`src/rtl/ws2811_pkg.sv`:
```
package ws2811_pkg;

  localparam int unsigned WORD_W       = 24;
  localparam int unsigned PIX_W        = 10;
  localparam int unsigned HCNT_W       = 8;
  localparam int unsigned LCNT_W       = 12;
  localparam int unsigned BCNT_W       = 5;

  localparam int unsigned T_MIN_DEF    = 5;
  localparam int unsigned T_THRESH_DEF = 30;
  localparam int unsigned T_MAXH_DEF   = 100;
  localparam int unsigned T_RESET_DEF  = 2500;

  typedef enum logic [1:0] {
    ST_IDLE,
    ST_HIGH,
    ST_LOW,
    ST_WAITLOW
  } rx_state_e;

endpackage

```
`src/rtl/ws2811_sync.sv`:
```
module ws2811_sync (
  input  logic clk,
  input  logic rst,
  input  logic din,
  output logic din_s,
  output logic rise,
  output logic fall
);

  // [0],[1] form the synchronizer; [2] is the previous din_s for edge detection.
  logic [2:0] sync_q;
  logic [2:0] sync_d;

  always_comb begin
    sync_d = {sync_q[1:0], din};
  end

  always_ff @(posedge clk) begin
    if (rst) begin
      sync_q <= '0;
    end else begin
      sync_q <= sync_d;
    end
  end

  assign din_s = sync_q[1];
  assign rise  = sync_q[1] & ~sync_q[2];
  assign fall  = ~sync_q[1] & sync_q[2];

endmodule

```
`src/rtl/ws2811_rx.sv`:
```
module ws2811_rx
  import ws2811_pkg::*;
#(
  parameter int unsigned T_MIN    = T_MIN_DEF,
  parameter int unsigned T_THRESH = T_THRESH_DEF,
  parameter int unsigned T_MAXH   = T_MAXH_DEF,
  parameter int unsigned T_RESET  = T_RESET_DEF
) (
  input  logic              clk,
  input  logic              rst,
  input  logic              din,
  output logic [WORD_W-1:0] data_out,
  output logic              data_valid,
  output logic              frame_end,
  output logic [PIX_W-1:0]  pixel_count,
  output logic              error
);

  logic din_s;
  logic rise;
  logic fall;

  ws2811_sync u_sync (
    .clk   (clk),
    .rst   (rst),
    .din   (din),
    .din_s (din_s),
    .rise  (rise),
    .fall  (fall)
  );

  rx_state_e           state_q, state_d;
  logic [HCNT_W-1:0]   hcnt_q, hcnt_d, hcnt_inc;
  logic [LCNT_W-1:0]   lcnt_q, lcnt_d, lcnt_inc;
  logic [BCNT_W-1:0]   bit_cnt_q, bit_cnt_d;
  logic [WORD_W-1:0]   sr_q, sr_d, shifted;
  logic [WORD_W-1:0]   data_out_q, data_out_d;
  logic [PIX_W-1:0]    pix_q, pix_d;
  logic                data_valid_q, data_valid_d;
  logic                frame_end_q, frame_end_d;
  logic                error_q, error_d;
  logic                new_bit;

  always_comb begin
    state_d      = state_q;
    hcnt_d       = hcnt_q;
    lcnt_d       = lcnt_q;
    bit_cnt_d    = bit_cnt_q;
    sr_d         = sr_q;
    data_out_d   = data_out_q;
    pix_d        = pix_q;
    data_valid_d = 1'b0;
    frame_end_d  = 1'b0;
    error_d      = 1'b0;

    hcnt_inc = (hcnt_q == '1) ? hcnt_q : hcnt_q + 1'b1;
    lcnt_inc = (lcnt_q == '1) ? lcnt_q : lcnt_q + 1'b1;
    new_bit  = (hcnt_q >= HCNT_W'(T_THRESH));
    shifted  = {sr_q[WORD_W-2:0], new_bit};

    // Frame bookkeeping clears one cycle after the frame_end pulse.
    if (frame_end_q) begin
      bit_cnt_d = '0;
      sr_d      = '0;
      pix_d     = '0;
    end

    case (state_q)
      ST_IDLE: begin
        if (rise) begin
          state_d = ST_HIGH;
          hcnt_d  = '0;
          lcnt_d  = '0;
        end
      end

      ST_HIGH: begin
        if (fall) begin
          state_d = ST_LOW;
          lcnt_d  = '0;
          if (hcnt_q < HCNT_W'(T_MIN)) begin
            error_d = 1'b1;
          end else if (bit_cnt_q == BCNT_W'(WORD_W - 1)) begin
            sr_d         = '0;
            bit_cnt_d    = '0;
            data_out_d   = shifted;
            data_valid_d = 1'b1;
            pix_d        = (pix_q == '1) ? pix_q : pix_q + 1'b1;
          end else begin
            sr_d      = shifted;
            bit_cnt_d = bit_cnt_q + 1'b1;
          end
        end else if (din_s) begin
          hcnt_d = hcnt_inc;
          if (hcnt_inc == HCNT_W'(T_MAXH)) begin
            error_d   = 1'b1;
            sr_d      = '0;
            bit_cnt_d = '0;
            state_d   = ST_WAITLOW;
          end
        end
      end

      ST_WAITLOW: begin
        if (fall) begin
          state_d = ST_LOW;
          lcnt_d  = '0;
        end
      end

      ST_LOW: begin
        if (rise) begin
          state_d = ST_HIGH;
          hcnt_d  = '0;
          lcnt_d  = '0;
        end else if (!din_s) begin
          lcnt_d = lcnt_inc;
          if (lcnt_inc == LCNT_W'(T_RESET)) begin
            frame_end_d = 1'b1;
            error_d     = (bit_cnt_q != '0);
            lcnt_d      = '0;
            state_d     = ST_IDLE;
          end
        end
      end

      default: begin
        state_d = ST_IDLE;
      end
    endcase
  end

  always_ff @(posedge clk) begin
    if (rst) begin
      state_q      <= ST_IDLE;
      hcnt_q       <= '0;
      lcnt_q       <= '0;
      bit_cnt_q    <= '0;
      sr_q         <= '0;
      data_out_q   <= '0;
      pix_q        <= '0;
      data_valid_q <= 1'b0;
      frame_end_q  <= 1'b0;
      error_q      <= 1'b0;
    end else begin
      state_q      <= state_d;
      hcnt_q       <= hcnt_d;
      lcnt_q       <= lcnt_d;
      bit_cnt_q    <= bit_cnt_d;
      sr_q         <= sr_d;
      data_out_q   <= data_out_d;
      pix_q        <= pix_d;
      data_valid_q <= data_valid_d;
      frame_end_q  <= frame_end_d;
      error_q      <= error_d;
    end
  end

  assign data_out    = data_out_q;
  assign data_valid  = data_valid_q;
  assign frame_end   = frame_end_q;
  assign pixel_count = pix_q;
  assign error       = error_q;

endmodule

```
`config.mk`:
```
export PLATFORM = sky130hd
export DESIGN_NAME = ws2811_rx
export DESIGN_NICKNAME = d
export VERILOG_FILES = /design/src/rtl/ws2811_pkg.sv /design/src/rtl/ws2811_sync.sv /design/src/rtl/ws2811_rx.sv
export SDC_FILE = /design/constraint.sdc
export NUM_CORES = 1
export LEC_CHECK = 0
export ABC_CLOCK_PERIOD_IN_PS = 4600
export CORE_UTILIZATION = 60
export DETAILED_ROUTE_END_ITERATION = 12
export GPL_TIMING_DRIVEN = 0
export PLACE_DENSITY = 0.83
export RECOVER_POWER = 100
export SETUP_SLACK_MARGIN = 0.2
export SLEW_MARGIN = 20
export SYNTH_ARGS = -nofsm -noshare
export SYNTH_HDL_FRONTEND = slang
export SYNTH_SLANG_ARGS = --single-unit
```
`constraint.sdc`:
```
create_clock -name clk -period 4.6 [get_ports clk]
set_input_delay 1.15 -clock clk [delete_from_list [all_inputs] [get_ports clk]]
set_output_delay 1.15 -clock clk [all_outputs]
set_load 0.03 [all_outputs]
```
==> impl_metrics.csv <==
group,metric,value,unit
yosys,syn_inst,505,
die,die_h,85.8,um
final_layout,fin_util,71.9,%
setup_path,cp.required,4850,ps
job,max_cap_violations,0,
detailed_routing,drc,0,
sta,fin_tns_setup,0,ps
yosys,synth_edf_count,0,
global_route,grt_pass1_vias,3461,
global_route,grt_pass1_wl,16500,um
yosys,netlist.top_cell.by_area,"dfxtp_1",
final_layout,area_delta_synth_final,16.0,%
yosys,syn_nets,519,
detailed_routing,dr.pass1.iters,5,
yosys,synthMostInstantiatedCell,"dfxtp_1",
sta,fin_skew,11.9,ps
die,start_util,62.0,%
final_layout,n_antenna_cell,0,
clock_network,clock_latency,360,ps
global_route,grt.overflow.total,0,
sta,grt_setup_unrepaired,"no",
detailed_routing,drt_iter0_markers,209,
die,io_pins,40,
clock_network,htree_levels,3,
setup_path,worst_setup_path_end_kind,"flop",
detailed_routing,vias,3910,
worst_hold_path,hold_path_class,"flop to flop",
die,die_area,7360,um2
global_route,antenna_found_initial,0,
yosys,synth_flop_cell,"dfxtp_1",
global_route,grt_max_degree,19,
sta,maxSlewViolCount,0,
clock_network,postCtsHoldBufs,0,
die,core,6790,um2
yosys,syn-cell-area,4210,um2
detailed_routing,drtAntennaViolNets,0,
final_layout,layout-drive-gt1-share,4.64,%
clock_network,cts_resized,0,
power,powerDensity,305,nW/um2
clock_network,clkTransAtPathRegs,100,ps
setup_path,cp_max_fo,10,
sta,setup_viol,0,
clock_network,cts_tree,"yes",
sta,fin_crit_sh,76.1,%
run_status,status,"finished, final reports clean",
placed_design,io_buffers,39,
clock_network,cts-root-buf,"clkbuf_8",
placed_design,routabilityCongestion,0.952,
placed_design,hpwl,6940,um
die,fp-row-count,30,
die,die_width,85.8,um
power,ir_drop,0.229,mV
sta,hold_viol,0,
setup_path,worst-endpoint-arrival,3740,ps
detailed_routing,viasPerCell,5.96,
clock_network,clk_path_buf_depth,2,
detailed_routing,routedWlPerCell,14.9,um
yosys,synth_top_area_share,42.8,%
setup_path,cp-start-kind,"flop",
global_route,grt_util_all_layers,27.9,%
final_layout,fin_nets,569,
yosys,postSynthRegisterBits,90,
setup_path,criticalPathCategory,"flop to flop",
sta,period_needed,3500,ps
yosys,yosys-top-cells-count,"dfxtp_1 (90), nand2_1 (78), a21oi_1 (52)",
yosys,yosysWarnings,0,
yosys,yosys-top-cells-area,"dfxtp_1 (43%), nand2_1 (7.0%), a21oi_1 (6.2%)",
sta,fmax,0.286,GHz
yosys,ys_seq_area_share,42.8,%
yosys,synthArstFlopShare,0,%
sta,worst_pin_slew,1060,ps
yosys,avgSynthCellArea,8.34,um2
clock_network,cts_sinks,90,
yosys,ys_types,67,
clock_network,numCtsBuffers,9,
power,p_leak,1.82,nW
detailed_routing,wirelength,9760,um
sta,max_slew_margin,28.8,%
clock_network,post_cts_buffers,0,
==> cells by family after synthesis <==
family          count (synthesis)  share of synthesized area [%]
compound gates                139                           22.6
buf+inv                        48                           5.05
xor+xnor                        3                          0.624
mux                             7                           1.72
flops                          90                           42.8
fa+ha+maj                      11                           3.27
simple gates                  207                           23.9
==> flip-flops by register name, summed over array words and instances, names as in the netlist, 2 cells and up <==
name / flops
data_out: 24
sr_q: 23
lcnt_q: 12
pixel_count: 10
hcnt_q: 8
bit_cnt_q: 5
u_sync.sync_q: 3
state_q: 2
==> metal layers <==
layer	wire [um]	track usage (%)	part of all wire [%]	vias to the layer above
li1	-	-	-	1919
met1	4480	38.0	46	1837
met2	4560	44.7	47	132
met3	500	3.85	5.1	22
met4	222	12.1	2.3	0
met5	0	0	0	-
==> metrics by stage <==
stage,power [W],std cells,setup slack [ps],hold WS [ps],instance area [um2]
floorplan,0.000899,505,2040,414,4210
global placement,0.000927,640,1780,418,4720
detailed placement,0.000931,640,1730,444,4720
CTS,0.00150,656,1770,461,4940
global route,0.00154,656,960,478,4880
finish,0.00149,656,1100,454,4880
==> cell usage in the layout (no fill, tap or decap), types with 4 or more instances in the layout <==
cell	instances
nand3_1	26
and2_1	4
dfxtp_1	90
a31oi_1	10
and4_1	4
a22o_1	23
nand2b_1	6
buf_2	5
o21ai_0	14
nand4_1	7
nand2_1	78
mux2i_1	5
ha_1	11
nor3_1	14
nor2_1	35
a211oi_1	5
inv_1	14
clkbuf_1	28
o21ai_1	4
dlygate4sd3_1	38
clkbuf_8	9
nor2b_1	6
and3_1	8
a21oi_1	52
==> power breakdown <==
group | total, W | internal [W] | switching [W]
registers | 0.000791 | 0.000785 | 0.00000573
logic | 0.000121 | 0.0000375 | 0.0000834
clock network | 0.000578 | 0.000266 | 0.000312
==> critical path: stages (launching register included) <==
cell       delay (ps)
dfxtp_1           410
inv_1             110
ha_1              330
or3_1             390
a2111oi_0         740
and3_1            320
o21ai_0           120
and2_2            210
clkbuf_1          170
clkbuf_1          280
a22o_1            320
==> final timing paths <==
check	startpoint	end	slack [ps]	cells after the start
min reg2reg	data_out[21]$_SDFFE_PP0P_	data_out[21]$_SDFFE_PP0P_	450	2
min	data_out[21]$_SDFFE_PP0P_	data_out[21]$_SDFFE_PP0P_	450	2
max	hcnt_q[0]$_SDFFE_PP0P_	sr_q[4]$_SDFF_PP0_	1100	10
max reg2reg	hcnt_q[0]$_SDFFE_PP0P_	sr_q[4]$_SDFF_PP0_	1100	10
==> layout make-up <==
| class | count | area (um2) |
|---|---|---|
| clock buffer | 9 | 124 |
| timing repair buffer | 39 | 390 |
| tap | 96 | 120 |
| buffer | 34 | 138 |
| sequential | 90 | 1800 |
| multi-input combinational | 367 | 2160 |
| clock inverter | 7 | 92.6 |
| inverter | 14 | 52.6 |
| fill | 536 | 1910 |
No activity file was read; power rests on OpenSTA's default activity.
==> RTL change 1 (same settings) <==
Change the package constant `HCNT_W` from 8 to 10.
--- a/src/rtl/ws2811_pkg.sv
+++ b/src/rtl/ws2811_pkg.sv
@@ -3,5 +3,5 @@
   localparam int unsigned WORD_W       = 24;
   localparam int unsigned PIX_W        = 10;
-  localparam int unsigned HCNT_W       = 8;
+  localparam int unsigned HCNT_W       = 10;
   localparam int unsigned LCNT_W       = 12;
   localparam int unsigned BCNT_W       = 5;
Behaviour: same outputs for any inputs over 10 cycles, from zero or initial values and one cycle with rst high; that may be too few to reach the edited logic, so the function may still have changed.
==> RTL change 1 against the unedited design <==
- sequential cell count grew 2
- total power grew 2.8%
- non-clock buffer count grew 10
- routed wire length grew 11%
- clock skew grew 0.0026 ns
- final cell count grew 11%
- via count grew 13%
- cell area grew 7.6%
- critical path type unchanged
- synthesized area grew 9.4%
- setup slack gained 0.10 ns
==> RTL change 1: results (changes against the unedited design) <==
Final layout
  • Storage element area: 0.00184 sq mm (was 0.00180 sq mm)
  • Clock-cell share: 3.74% (was 4.43%)
  • Signal buf overhead: 11.1% (was 10.8%)
  • Layout cells sized above 1: 5.54% (was 4.64%)
  • Filler cells: 589 (was 536)
  • Comb_multi_in: 425 (was 367)

Global route
  • Pin count of the biggest net entering global routing: 17 (was 19)
  • Vias in the first global route: 3730 (was 3461)
  • GRT Total Usage: 28.5% (was 27.9%)

Placed design
  • Place WS: 1.64 ns (was 1.73 ns)
  • Dpl cells: 716 (was 640)
  • DP Wirelength: 7.67 mm (was 6.94 mm)
  • Placed instance area: 0.00512 sq mm (was 0.00472 sq mm)

Synth
  • Xor and xnor area share after synthesis: 0.761% (was 0.624%)
  • Area contributors post-synth: dfxtp_1 40%, nand2_1 6.8%, a21oi_1 5.0% (was dfxtp_1 43%, nand2_1 7.0%, a21oi_1 6.2%)
  • Post-synth top area share: 40.0% (was 42.8%)
  • Post-Synth Adder-Cell Area: 2.99% (was 3.27%)
  • Synth Register Bits: 92 (was 90)
  • Sequential cell area fraction in the yosys report: 40.0% (was 42.8%)
  • Synth top cells by count: 92 x dfxtp_1, 83 x nand2_1, 61 x nor2_1, 46 x a21oi_1 (was 90 x dfxtp_1, 78 x nand2_1, 52 x a21oi_1, 35 x nor2_1, 26 x nand3_1)

Critical path
  • Arr. time, crit path: 3.63 ns (was 3.74 ns)
  • Slowest cell delay on critical path: 0.95 ns (was 0.74 ns)
  • Worst R2R Path Depth: 8 (was 10)

Power and ir drop
  • Comb power frac: 10.6% (was 8.1%)
  • P_int: 1.11 mW (was 1.09 mW)
  • Clock-net power: 0.550 mW (was 0.578 mW)
  • Switch share: 27.2% (was 26.9%)

Hold path
  • Hold path cells: 1 (was 2)

Route
  • Vias per cell: 6.04 (was 5.96)
  • Initial detailed-routing violation count: 294 (was 209)
  • Drt wl/cell: 14.8 um (was 14.9 um)

Timing
  • Worst Max-Slew Pin Slew: 1.05 ns (was 1.06 ns)

Run status
  • Status: complete, no violations (unchanged)
RTL change 1: cell types whose count changed in the layout (fill, tap and decap cells not counted), sizes merged, moves of 6 or more:
cell	change
a22o	-23
nor2	+26
a22oi	+21
o21ai	+11
a211oi	+6
a21oi	-6
nand4	+6
a31oi	-6
RTL change 1: path summary, 6_finish.rpt:
| kind | startpoint | slack (ns) | endpoint |
|---|---|---|---|
| hold / removal | u_sync.sync_q[0] | 0.44 | u_sync.sync_q[1] |
| hold reg to reg | u_sync.sync_q[0] | 0.44 | u_sync.sync_q[1] |
| setup / recovery | hcnt_q[0] | 1.20 | sr_q[6] |
| setup reg to reg | hcnt_q[0] | 1.20 | sr_q[6] |
RTL change 1: routing by layer:
layer	track usage, %	wire, um
met3	5.12	600
met1	39.3	5120
met2	44.8	4990
met4	10.1	148
met5	0	0
==> RTL change 2 (same settings) <==
Without the edit above. Remove the register `data_valid_q`: a continuous assignment takes its place, so the output `data_valid` follows one clock earlier.
--- a/src/rtl/ws2811_rx.sv
+++ b/src/rtl/ws2811_rx.sv
@@ -140,5 +140,4 @@
       data_out_q   <= '0;
       pix_q        <= '0;
-      data_valid_q <= 1'b0;
       frame_end_q  <= 1'b0;
       error_q      <= 1'b0;
@@ -151,9 +150,10 @@
       data_out_q   <= data_out_d;
       pix_q        <= pix_d;
-      data_valid_q <= data_valid_d;
       frame_end_q  <= frame_end_d;
       error_q      <= error_d;
     end
   end
+
+  assign data_valid_q = data_valid_d;
 
   assign data_out    = data_out_q;
Formal check against the unedited RTL: same outputs for any inputs over 10 cycles, from zero or initial values and one cycle with rst high; that may be too few to reach the edited logic, so the function may still have changed.
==> RTL change 2 against the unedited design <==
- routed wire length decreased by 1.1%
- setup slack worse by 0.59 ns
- synthesized area fell by 0.48%
- cell area decreased by 2.3%
- sequential cell count decreased by 1
- synthesized cell count fell by 1.6%
- count of clock-buffer cells in the layout up 1
- clock power fell by 3.8%
- die area shrank 0.47%
- critical path depth shrank 1
- total power down 4.1%
- largest power group unchanged
- highest routed layer unchanged
==> RTL change 2: results (changes against the unedited design) <==
Timing
  • Min Tclk post-route: 4.09 ns (was 3.50 ns)

Route
  • Vias per cell: 6.09 (was 5.96)
  • Routed wire length: 9.66 mm (was 9.76 mm)
  • Met2 routed WL: 4.29 mm (was 4.56 mm)
  • Initial detailed-routing violation count: 261 (was 209)
  • Met3 WL: 471 um (was 500 um)

Hold path
  • Hold path cells: 1 (was 2)
  • HP Start: u_sync.sync_q[0] (was data_out[21])

Critical path
  • Flop2flop setup slack: 1.32 ns (was 1.10 ns)
  • Slowest cell delay on critical path: 0.48 ns (was 0.74 ns)
  • Arr. time, crit path: 2.94 ns (was 3.74 ns)
  • Reg2Reg Launch Point: state_q[1] (was hcnt_q[0])
  • Worst R2R Path Depth: 9 (was 10)
  • Critical R2R Capture: hcnt_q[6] (was sr_q[4])
  • Slowest cell on the critical path: dfxtp_1 (was a2111oi_0)

Final layout
  • Multi-input logic area: 0.00213 sq mm (was 0.00216 sq mm)
  • Net count, final: 560 (was 569)
  • Cell Count, Final, Fillers Out: 631 (was 656)
  • Layout cells sized above 1: 5.08% (was 4.64%)
  • Filler cells: 557 (was 536)

Synth
  • Syn Area/Cell: 8.43 sq um (was 8.34 sq um)
  • Synthesized netlist net count: 511 (was 519)
  • Area contributors post-synth: dfxtp_1 43%, a21oi_1 6.1%, nand2_1 5.6% (was dfxtp_1 43%, nand2_1 7.0%, a21oi_1 6.2%)
  • Synth top cells by count: 89 x dfxtp_1, 63 x nand2_1, 51 x a21oi_1, 40 x nor2_1, 23 x a22o_1 (was 90 x dfxtp_1, 78 x nand2_1, 52 x a21oi_1, 35 x nor2_1, 26 x nand3_1)
  • Yosys cell types: 64 (was 67)

Global route
  • GRT Total Usage: 27.5% (was 27.9%)
  • Vias in the first global route: 3457 (was 3461)
  • Pin count of the biggest net entering global routing: 17 (was 19)
  • First-pass GRT wire length: 16.1 mm (was 16.5 mm)
  • Grt met1 use: 38.6% (was 38.0%)

Clock network
  • CTS resizes: 1 (was 0)

Power and ir drop
  • Comb group: 0.0975 mW (was 0.121 mW)
  • Clock Power Share: 38.9% (was 38.8%)
  • VDD IR-drop max: 0.252 mV (was 0.229 mV)
  • Lkg Pwr: 1.75 nW (was 1.82 nW)
  • Pwr Total: 1.43 mW (was 1.49 mW)

Run status
  • Status: complete, no violations (unchanged)

Placed design
  • Final weighted congestion in routability-driven placement: 0.920 (was 0.952)
  • DP Wirelength: 6.73 mm (was 6.94 mm)
  • Dpl cells: 615 (was 640)
  • Port Buf Inserts: 38 (was 39)
  • Placed instance area: 0.00467 sq mm (was 0.00472 sq mm)
RTL change 2: cell count changes in the layout (fill, tap and decap cells not counted), sizes merged, moves of 3 or more:
| cell | delta |
|---|---|
| a31o | -3 |
| clkbuf | -4 |
| nor4 | +3 |
| a32oi | +3 |
| nor2 | +5 |
| or3 | +4 |
| nor3 | +3 |
| o21ai | +4 |
| nand3 | -7 |
| nand4 | +3 |
| nand2 | -15 |
RTL change 2: logic make-up (layout without fill, tap and decap cells):
logic type	count (synthesis)	after routing	share of synthesized area (%)
DFF	89	89	42.5
and+or+nand+nor	203	203	24.8
adders and majority gates	11	11	3.28
xor gates and xnor gates	5	5	1.05
buffers and inverters	46	100	5.05
muxes	6	6	1.46
AOI/OAI and AO/OA	137	137	21.8
RTL change 2: area by class of cell:
type                            count  area share, %
Clock inverter                      6           1.55
Inverter                           16           1.26
Multi-Input combinational cell    362           44.7
Tap cell                           80           2.10
Sequential cell                    89           37.3
Timing Repair Buffer               38           7.84
Clock buffer                       10           2.67
Buffer                             30           2.60
